--- config.mk ---
export PLATFORM = sky130hd
export DESIGN_NAME = if_id_fetch_stage
export DESIGN_NICKNAME = d
export VERILOG_FILES = /design/src/rtl/mips_pipe_pkg.sv /design/src/rtl/if_id_skid_buffer.sv /design/src/rtl/if_id_fetch_stage.sv
export SDC_FILE = /design/constraint.sdc
export NUM_CORES = 1
export LEC_CHECK = 0
export CORE_AREA = 2 2 173 175
export DETAILED_ROUTE_END_ITERATION = 10
export DIE_AREA = 0 0 175 177
export DONT_BUFFER_PORTS = 1
export GPL_TIMING_DRIVEN = 0
export HOLD_SLACK_MARGIN = 0.02
export PLACE_DENSITY = 0.45
export SETUP_SLACK_MARGIN = 0.4
export SYNTH_ARGS = -nofsm -noshare
export SYNTH_HDL_FRONTEND = slang
export SYNTH_SLANG_ARGS = --single-unit
--- constraint.sdc ---
create_clock -name clk -period 7.55 [get_ports clk]
set_input_delay 1.8875 -clock clk [delete_from_list [all_inputs] [get_ports clk]]
set_output_delay 1.8875 -clock clk [all_outputs]
set_load 0.02 [all_outputs]
--- src/rtl/mips_pipe_pkg.sv ---
// rtl/mips_pipe_pkg.sv - shared fetch/decode pipeline types and constants
//
// Purpose: common definitions for the IF/ID fetch stage and its consumers.
//   fetch_state_e : RUN (normal fetch) / HOLD (decode stalled, skid occupied)
//   NOP_INSTR     : encoding loaded into IF/ID for invalid or killed slots
//   PC_INC_DEFAULT: default PC increment reported as pc_plus4
//   ifid_t        : IF/ID register bundle as seen by decode
package mips_pipe_pkg;

    localparam int              XLEN           = 32;
    localparam int unsigned     PC_INC_DEFAULT = 4;
    localparam logic [XLEN-1:0] NOP_INSTR      = 32'h0000_0000;

    typedef enum logic {
        RUN  = 1'b0,
        HOLD = 1'b1
    } fetch_state_e;

    typedef struct packed {
        logic [XLEN-1:0] instr;
        logic [XLEN-1:0] pc_plus4;
        logic            valid;
    } ifid_t;

endpackage

--- src/rtl/if_id_skid_buffer.sv ---
// rtl/if_id_skid_buffer.sv - one-entry holding register for the fetch skid slot
//
// Purpose: captures one in-flight fetch response while decode is stalled.
// Ports:
//   clk     : system clock, rising edge
//   clear_i : empty the slot (dominates load_i)
//   load_i  : capture data_i/valid_i
//   data_i  : payload to hold
//   valid_i : payload valid flag
//   data_o  : held payload
//   valid_o : slot holds a valid entry
module if_id_skid_buffer #(
    parameter int W = 64
) (
    input  logic         clk,
    input  logic         clear_i,
    input  logic         load_i,
    input  logic [W-1:0] data_i,
    input  logic         valid_i,
    output logic [W-1:0] data_o,
    output logic         valid_o
);

    logic [W-1:0] data_q;
    logic         valid_q;

    always_ff @(posedge clk) begin
        if (clear_i) begin
            data_q  <= '0;
            valid_q <= 1'b0;
        end else if (load_i) begin
            data_q  <= data_i;
            valid_q <= valid_i;
        end
    end

    assign data_o  = data_q;
    assign valid_o = valid_q;

endmodule

--- src/rtl/if_id_fetch_stage.sv ---
// rtl/if_id_fetch_stage.sv - fetch stage from PC register to IF/ID pipeline register
//
// Purpose: pairs the synchronous IMEM response with the PC that requested it,
// loads IF/ID for decode, parks the in-flight word in a skid slot during a
// decode stall, kills wrong-path fetches on flush, and drives the PC enable.
// Optional macro IFID_PERF_CNT_EN adds stall/flush performance counters;
// without it both counter outputs are tied to 0.
// Ports:
//   clk, reset     : clock, synchronous active-high reset
//   pc_i           : current PC, also this cycle's IMEM address
//   imem_rdata_i   : IMEM word for the address presented last cycle
//   stall_i        : decode stall request
//   flush_i        : taken branch/jump, PC loads its target this cycle
//   pc_enable_o    : PC register enable
//   instr_o        : IF/ID instruction
//   pc_plus4_o     : IF/ID PC + PC_INC
//   valid_o        : IF/ID entry valid
//   stall_cycles_o : cycles with an unflushed stall request
//   flush_count_o  : flushes that killed a valid entry
module if_id_fetch_stage
    import mips_pipe_pkg::*;
#(
    parameter int          N      = XLEN,
    parameter int unsigned PC_INC = PC_INC_DEFAULT
) (
    input  logic         clk,
    input  logic         reset,
    input  logic [N-1:0] pc_i,
    input  logic [N-1:0] imem_rdata_i,
    input  logic         stall_i,
    input  logic         flush_i,
    output logic         pc_enable_o,
    output logic [N-1:0] instr_o,
    output logic [N-1:0] pc_plus4_o,
    output logic         valid_o,
    output logic [31:0]  stall_cycles_o,
    output logic [31:0]  flush_count_o
);

    localparam logic [N-1:0] INC = N'(PC_INC);
    localparam logic [N-1:0] NOP = N'(NOP_INSTR);

    fetch_state_e state_q, state_d;
    logic [N-1:0] req_pc_q, req_pc_d;
    logic         req_valid_q, req_valid_d;
    logic [N-1:0] instr_q, instr_d;
    logic [N-1:0] pc_plus4_q, pc_plus4_d;
    logic         valid_q, valid_d;

    logic         skid_load;
    logic         skid_clear;
    logic [N-1:0] skid_instr;
    logic [N-1:0] skid_pc;
    logic         skid_valid;

    if_id_skid_buffer #(
        .W(2 * N)
    ) u_skid (
        .clk     (clk),
        .clear_i (skid_clear),
        .load_i  (skid_load),
        .data_i  ({imem_rdata_i, req_pc_q}),
        .valid_i (req_valid_q),
        .data_o  ({skid_instr, skid_pc}),
        .valid_o (skid_valid)
    );

    assign pc_enable_o = !reset && (flush_i || (!stall_i && state_q == RUN));

    always_comb begin
        state_d    = state_q;
        instr_d    = instr_q;
        pc_plus4_d = pc_plus4_q;
        valid_d    = valid_q;
        skid_load  = 1'b0;
        skid_clear = reset;
        req_pc_d   = pc_i;
        // The release cycle keeps the PC frozen, so the held PC is read a
        // second time; the earlier of the two identical responses is marked
        // invalid, giving one bubble instead of a duplicated instruction.
        req_valid_d = !flush_i && !reset && !(state_q == HOLD && !stall_i);

        if (flush_i) begin
            instr_d    = NOP;
            valid_d    = 1'b0;
            state_d    = RUN;
            skid_clear = 1'b1;
        end else if (state_q == RUN) begin
            if (stall_i) begin
                skid_load = 1'b1;
                state_d   = HOLD;
            end else begin
                instr_d    = req_valid_q ? imem_rdata_i : NOP;
                pc_plus4_d = req_pc_q + INC;
                valid_d    = req_valid_q;
            end
        end else if (!stall_i) begin
            instr_d    = skid_valid ? skid_instr : NOP;
            pc_plus4_d = skid_pc + INC;
            valid_d    = skid_valid;
            skid_clear = 1'b1;
            state_d    = RUN;
        end
    end

    always_ff @(posedge clk) begin
        req_pc_q <= req_pc_d;
        if (reset) begin
            state_q     <= RUN;
            req_valid_q <= 1'b0;
            instr_q     <= NOP;
            pc_plus4_q  <= '0;
            valid_q     <= 1'b0;
        end else begin
            state_q     <= state_d;
            req_valid_q <= req_valid_d;
            instr_q     <= instr_d;
            pc_plus4_q  <= pc_plus4_d;
            valid_q     <= valid_d;
        end
    end

    assign instr_o    = instr_q;
    assign pc_plus4_o = pc_plus4_q;
    assign valid_o    = valid_q;

`ifdef IFID_PERF_CNT_EN
    logic [31:0] stall_cnt_q;
    logic [31:0] flush_cnt_q;

    always_ff @(posedge clk) begin
        if (reset) begin
            stall_cnt_q <= '0;
            flush_cnt_q <= '0;
        end else begin
            if (stall_i && !flush_i) begin
                stall_cnt_q <= stall_cnt_q + 32'd1;
            end
            if (flush_i && (valid_q || skid_valid)) begin
                flush_cnt_q <= flush_cnt_q + 32'd1;
            end
        end
    end

    assign stall_cycles_o = stall_cnt_q;
    assign flush_count_o  = flush_cnt_q;
`else
    assign stall_cycles_o = 32'd0;
    assign flush_count_o  = 32'd0;
`endif

endmodule

Word-level counts from Yosys, hierarchy flattened
Index checks and enable logic that the tools add are counted.
- output and inout port bits: 130
- input bits: 68
- word-level logic and storage cells: 42
- bits in registers: 164
- reductions and logical operators: 12
- muxes and demuxes: 17
- $add $sub $neg: 2
- bitwise logic cells: 3
- operators with widths (cell ; count):
    $mux 32 ; 8
    $add 32x3->32 const B ; 2
    $mux 1 ; 9
    $logic_and 1x1->1 ; 5
    $logic_not 1->1 ; 4
    $not 1->1 ; 3
    $reduce_and 2->1 ; 1
    $reduce_or 2->1 ; 1
    $logic_or 1x1->1 ; 1

Logic depth before layout (Yosys ltp)
Gate-level depths: netlist of run 1.
- depth in word-level cells: 4
- gate-level depth with buffers: 11
- depth with buffers taken out: 7

Hierarchy
A second synthesis of run 1 with hierarchy kept.
- cell total of the unflattened synthesis: 799
- area, all modules: 7329.5 µm²
- by module, submodules not included (module ; sequential area each (µm²) ; area an instance (µm²) ; cells each ; times used):
    if_id_fetch_stage ; 1981.9 ; 4987.3 ; 590 ; 1
    if_id_skid_buffer ; 1301.2 ; 2342.2 ; 209 ; 1

Worst setup path after synthesis of run 1
Ideal clock, no wire load.
- path kind: input to output
- start point: input stall_i
- end point: output pc_enable_o
- stages: 5
- path buffers: 2
- data required time: 5662 ps
- arrival time: 2685 ps
- slack: 2977 ps
- cell sequence: clkbuf_1 buf_1 nor2_1 nor2_1 nor2_1
- cells in the longest elaborated chain, start to end: 4
- RTL lines (what ; RTL line ; text):
    start, declared ; if_id_fetch_stage.sv:30 ; input logic stall_i,
    $logic_not 1->1 ; -- ;
    $logic_and 1x1->1 ; if_id_fetch_stage.sv:68 ; assign pc_enable_o = !reset && (flush_i || (!stall_i && state_q == RUN));
    $logic_or 1x1->1 ; if_id_fetch_stage.sv:68 ;
    $logic_and 1x1->1 ; if_id_fetch_stage.sv:68 ;
    end, declared ; if_id_fetch_stage.sv:32 ; output logic pc_enable_o,
No other way between the ends.

Worst setup path in the final report of run 1
Ends and elaborated chain as after synthesis.

==> flow_metrics.tcl, run 1 <==
set metrics [dict create \
    combinationalPowerShare 0.094 \
    end_kind "primary output" \
    hold_viol 0 \
    status "completed" \
    tns_ns 0 \
    layout.cells.non_filler 1360 \
    nets 1025 \
    max_cap_violations 0 \
    vdd_ir_drop_max_uv 93.3 \
    p_int_mw 1.46 \
    fp.coreArea_um2 29200 \
    reg2regPathDepth 11 \
    avgSynthCellArea_um2 8.25 \
    io_buffers 0 \
    cts_tree "done" \
    cts_hold_buf 0 \
    die_w_um 175 \
    die_area_um2 31000 \
    wirelength_um 22300 \
    hpwl_um 16500 \
    synth-seq-area-share 0.456 \
    synth_edf_count 0 \
    start_util 0.246 \
    grtUsageTotal 0.145 \
    r2r_end "pc_plus4_o[30]" \
    setup_slack_ns 2.55 \
    rows 63 \
    clkLatencyLatePin_ns 0.44 \
    min_period_ns 5.00 \
    hold_depth 2 \
    dpl_worst_slack_ns 2.50 \
    grt_overflow 0 \
    root_buffer "clkbuf_16" \
    regToRegSetupSlack_ns 3.69 \
    grt_antenna_before_repair 3 \
    final.period_utilization 0.663 \
    dp_cells 1327 \
    cp.arrival_ns 3.12 \
    worst_pin_slew_ns 0.943 \
    drtAntennaViolNets 0 \
    hold_slack_ns 0.454 \
    cts_buffers 17 \
    cts_setup_buffers 0 \
    ys_warn_count 0 \
    critPathRequiredTime_ns 5.66 \
    syn_inst 874 \
    crit_path_start_kind "input port" \
    final_cell_mix "175 x nand2_1, 164 x dfxtp_1, 105 x a21oi_1" \
    routabilityCongestion 0.781 \
    p_leak_nw 3.15 \
    drt_first_pass_iters 5 \
    setup_viol 0 \
    dr.first_iter.drc_count 423 \
    rsz0062_at_grt "false" \
    ys_ff_latch 164 \
    seqPwrFrac 0.466 \
    timing.fmax_mhz 200 \
    hp-start "u_skid.data_o[53]" \
    cts_resized 0 \
    h-tree-depth 4 \
    synthToLayoutAreaGrowth_pct 18.3 \
    synth_area_um2 7210 \
    swShare 0.270 \
    final_common_cell "nand2_1" \
    vias 6093 \
    path_max_fanout 10 \
    path_clk_slew_ns 0.07 \
    whs_endpoint "u_skid.data_o[53]" \
    die_h_um 177 \
    async_reset_ff_frac 0 \
    p_per_area_nw_per_um2 234 \
    io-pin-count 198 \
    drv_slew 0 \
    grt_pass1_wl_um 34100 \
    min_path_type "reg2reg" \
    finish.utilization 0.291 \
    wire_per_inst_um 16.4 \
    cts.path.max_buffers 2 \
    p_sw_mw 0.539 \
    drive_above_1_share 0.135 \
    clock_sinks 164 \
    synth_top_flop_cell "dfxtp_1" \
    ys_types 60 \
    drc 0 \
    critPathKind "in2out" \
    fin_worst_skew_ns 0.0133 \
    grt_pass1_vias 5696 \
    timing.rr.start "state_q" \
    slew_headroom 0.372 \
    pwr-share-clk 0.440 \
    grt_max_degree 17 \
    viasPerCell 4.48 \
]
[sequential cells by signal, indices dropped and copies added (netlist names)]
name	count
instr_o	32
pc_plus4_o	32
req_pc_q	32
req_valid_q	1
state_q	1
u_skid.data_o	64
u_skid.valid_o	1
valid_o	1
[cell usage after synthesis, types with 5 or more instances]
cell type	number	share of area
buf_2	9	0.0062
mux2i_1	20	0.028
nand2_1	175	0.091
a311o_1	6	0.0083
nand3_1	26	0.018
a22oi_1	38	0.040
clkbuf_1	41	0.021
buf_4	65	0.068
mux2_2	11	0.017
a21oi_1	105	0.073
o22ai_1	7	0.0061
xnor2_1	7	0.0085
dfxtp_1	164	0.46
nand4_1	6	0.0052
nand3b_1	6	0.0062
o21ai_0	8	0.0056
nand4b_1	5	0.0061
buf_1	9	0.0047
nor2_1	89	0.046
[through the flow]
| stage | power, mW | area, µm² |
|---|---|---|
| after detailed placement | 1.14 | 7930 |
| after global placement | 1.14 | 7930 |
| after global routing | 2.09 | 8520 |
| after floorplan | 1.09 | 7440 |
| final | 2.00 | 8520 |
| after CTS | 2.03 | 8520 |
[critical path: stages]
cell      delay (ns)
clkbuf_1        0.38
buf_1           0.51
nor2_1          0.10
nor2_1          0.10
nor2_1          0.12
[kinds of logic after synthesis]
group                      after synthesis  share of synthesized area
AOI/OAI and AO/OA                      197                      0.170
xor gates and xnor gates                10                     0.0122
adders and majority gates                1                    0.00174
buffers and inverters                  128                      0.103
DFF                                    164                      0.456
muxes                                   31                     0.0450
other                                    1                   0.000520
and+or+nand+nor                        342                      0.212
[routing by layer]
metal  vias to the layer above  track usage  routed length, µm
li1                       3054            -                  -
met1                      2834        0.184               9850
met2                       183        0.226              10100
met3                        22       0.0552               1980
met4                         0       0.0462                346
met5                         -            0                  0
[layout make-up]
| class | count | area, µm² |
|---|---|---|
| diodes | 1 | 2.50 |
| plain buffers | 125 | 732 |
| clock buffers | 18 | 439 |
| clock inverters | 14 | 151 |
| fillers | 3149 | 20700 |
| inverters | 3 | 11.3 |
| multi-input cells | 645 | 3420 |
| flip-flops and latches | 164 | 3280 |
| well taps | 390 | 488 |
[worst max-delay path by stage]
| stage | from | endpoint | cells after the start |
|---|---|---|---|
| 2_1_floorplan | stall_i | pc_enable_o | 5 |
| 3_3_place_gp | stall_i | pc_enable_o | 5 |
| 3_5_place_dp | stall_i | pc_enable_o | 5 |
| 4_1_cts | stall_i | pc_enable_o | 5 |
| 5_1_grt | stall_i | pc_enable_o | 5 |
| 6_report | stall_i | pc_enable_o | 5 |
[power by group through the flow]
stage | registers [mW] | logic, mW | clock network (mW)
2_1_floorplan | 0.939 | 0.150 | 0
3_3_place_gp | 0.950 | 0.188 | 0
3_5_place_dp | 0.951 | 0.188 | 0
4_1_cts | 0.931 | 0.189 | 0.905
5_1_grt | 0.934 | 0.209 | 0.943
6_report | 0.930 | 0.188 | 0.879
No activity file was read; power rests on OpenSTA's default activity.
==> run 2, diff against run 1 <==
==> constraint.sdc (replaced) <==
create_clock -name clk -period 4.85 [get_ports clk]
set_input_delay 1.2125 -clock clk [delete_from_list [all_inputs] [get_ports clk]]
set_output_delay 1.2125 -clock clk [all_outputs]
set_load 0.02 [all_outputs]
==> results of run 2 <==
Same layout as run 1 (identical final DEF). Status: completed.
Among the figures that moved: setup slack after placement 2.50 ns -> 1.02 ns; setup slack after layout 2.55 ns -> 0.990 ns; start point of the critical path stall_i -> state_q; end point of the critical path pc_enable_o -> pc_plus4_o[30]; register-to-register setup slack 3.69 ns -> 0.99 ns; total power 2.00 mW -> 3.11 mW; worst IR drop on VDD 93.3 µV -> 145 µV
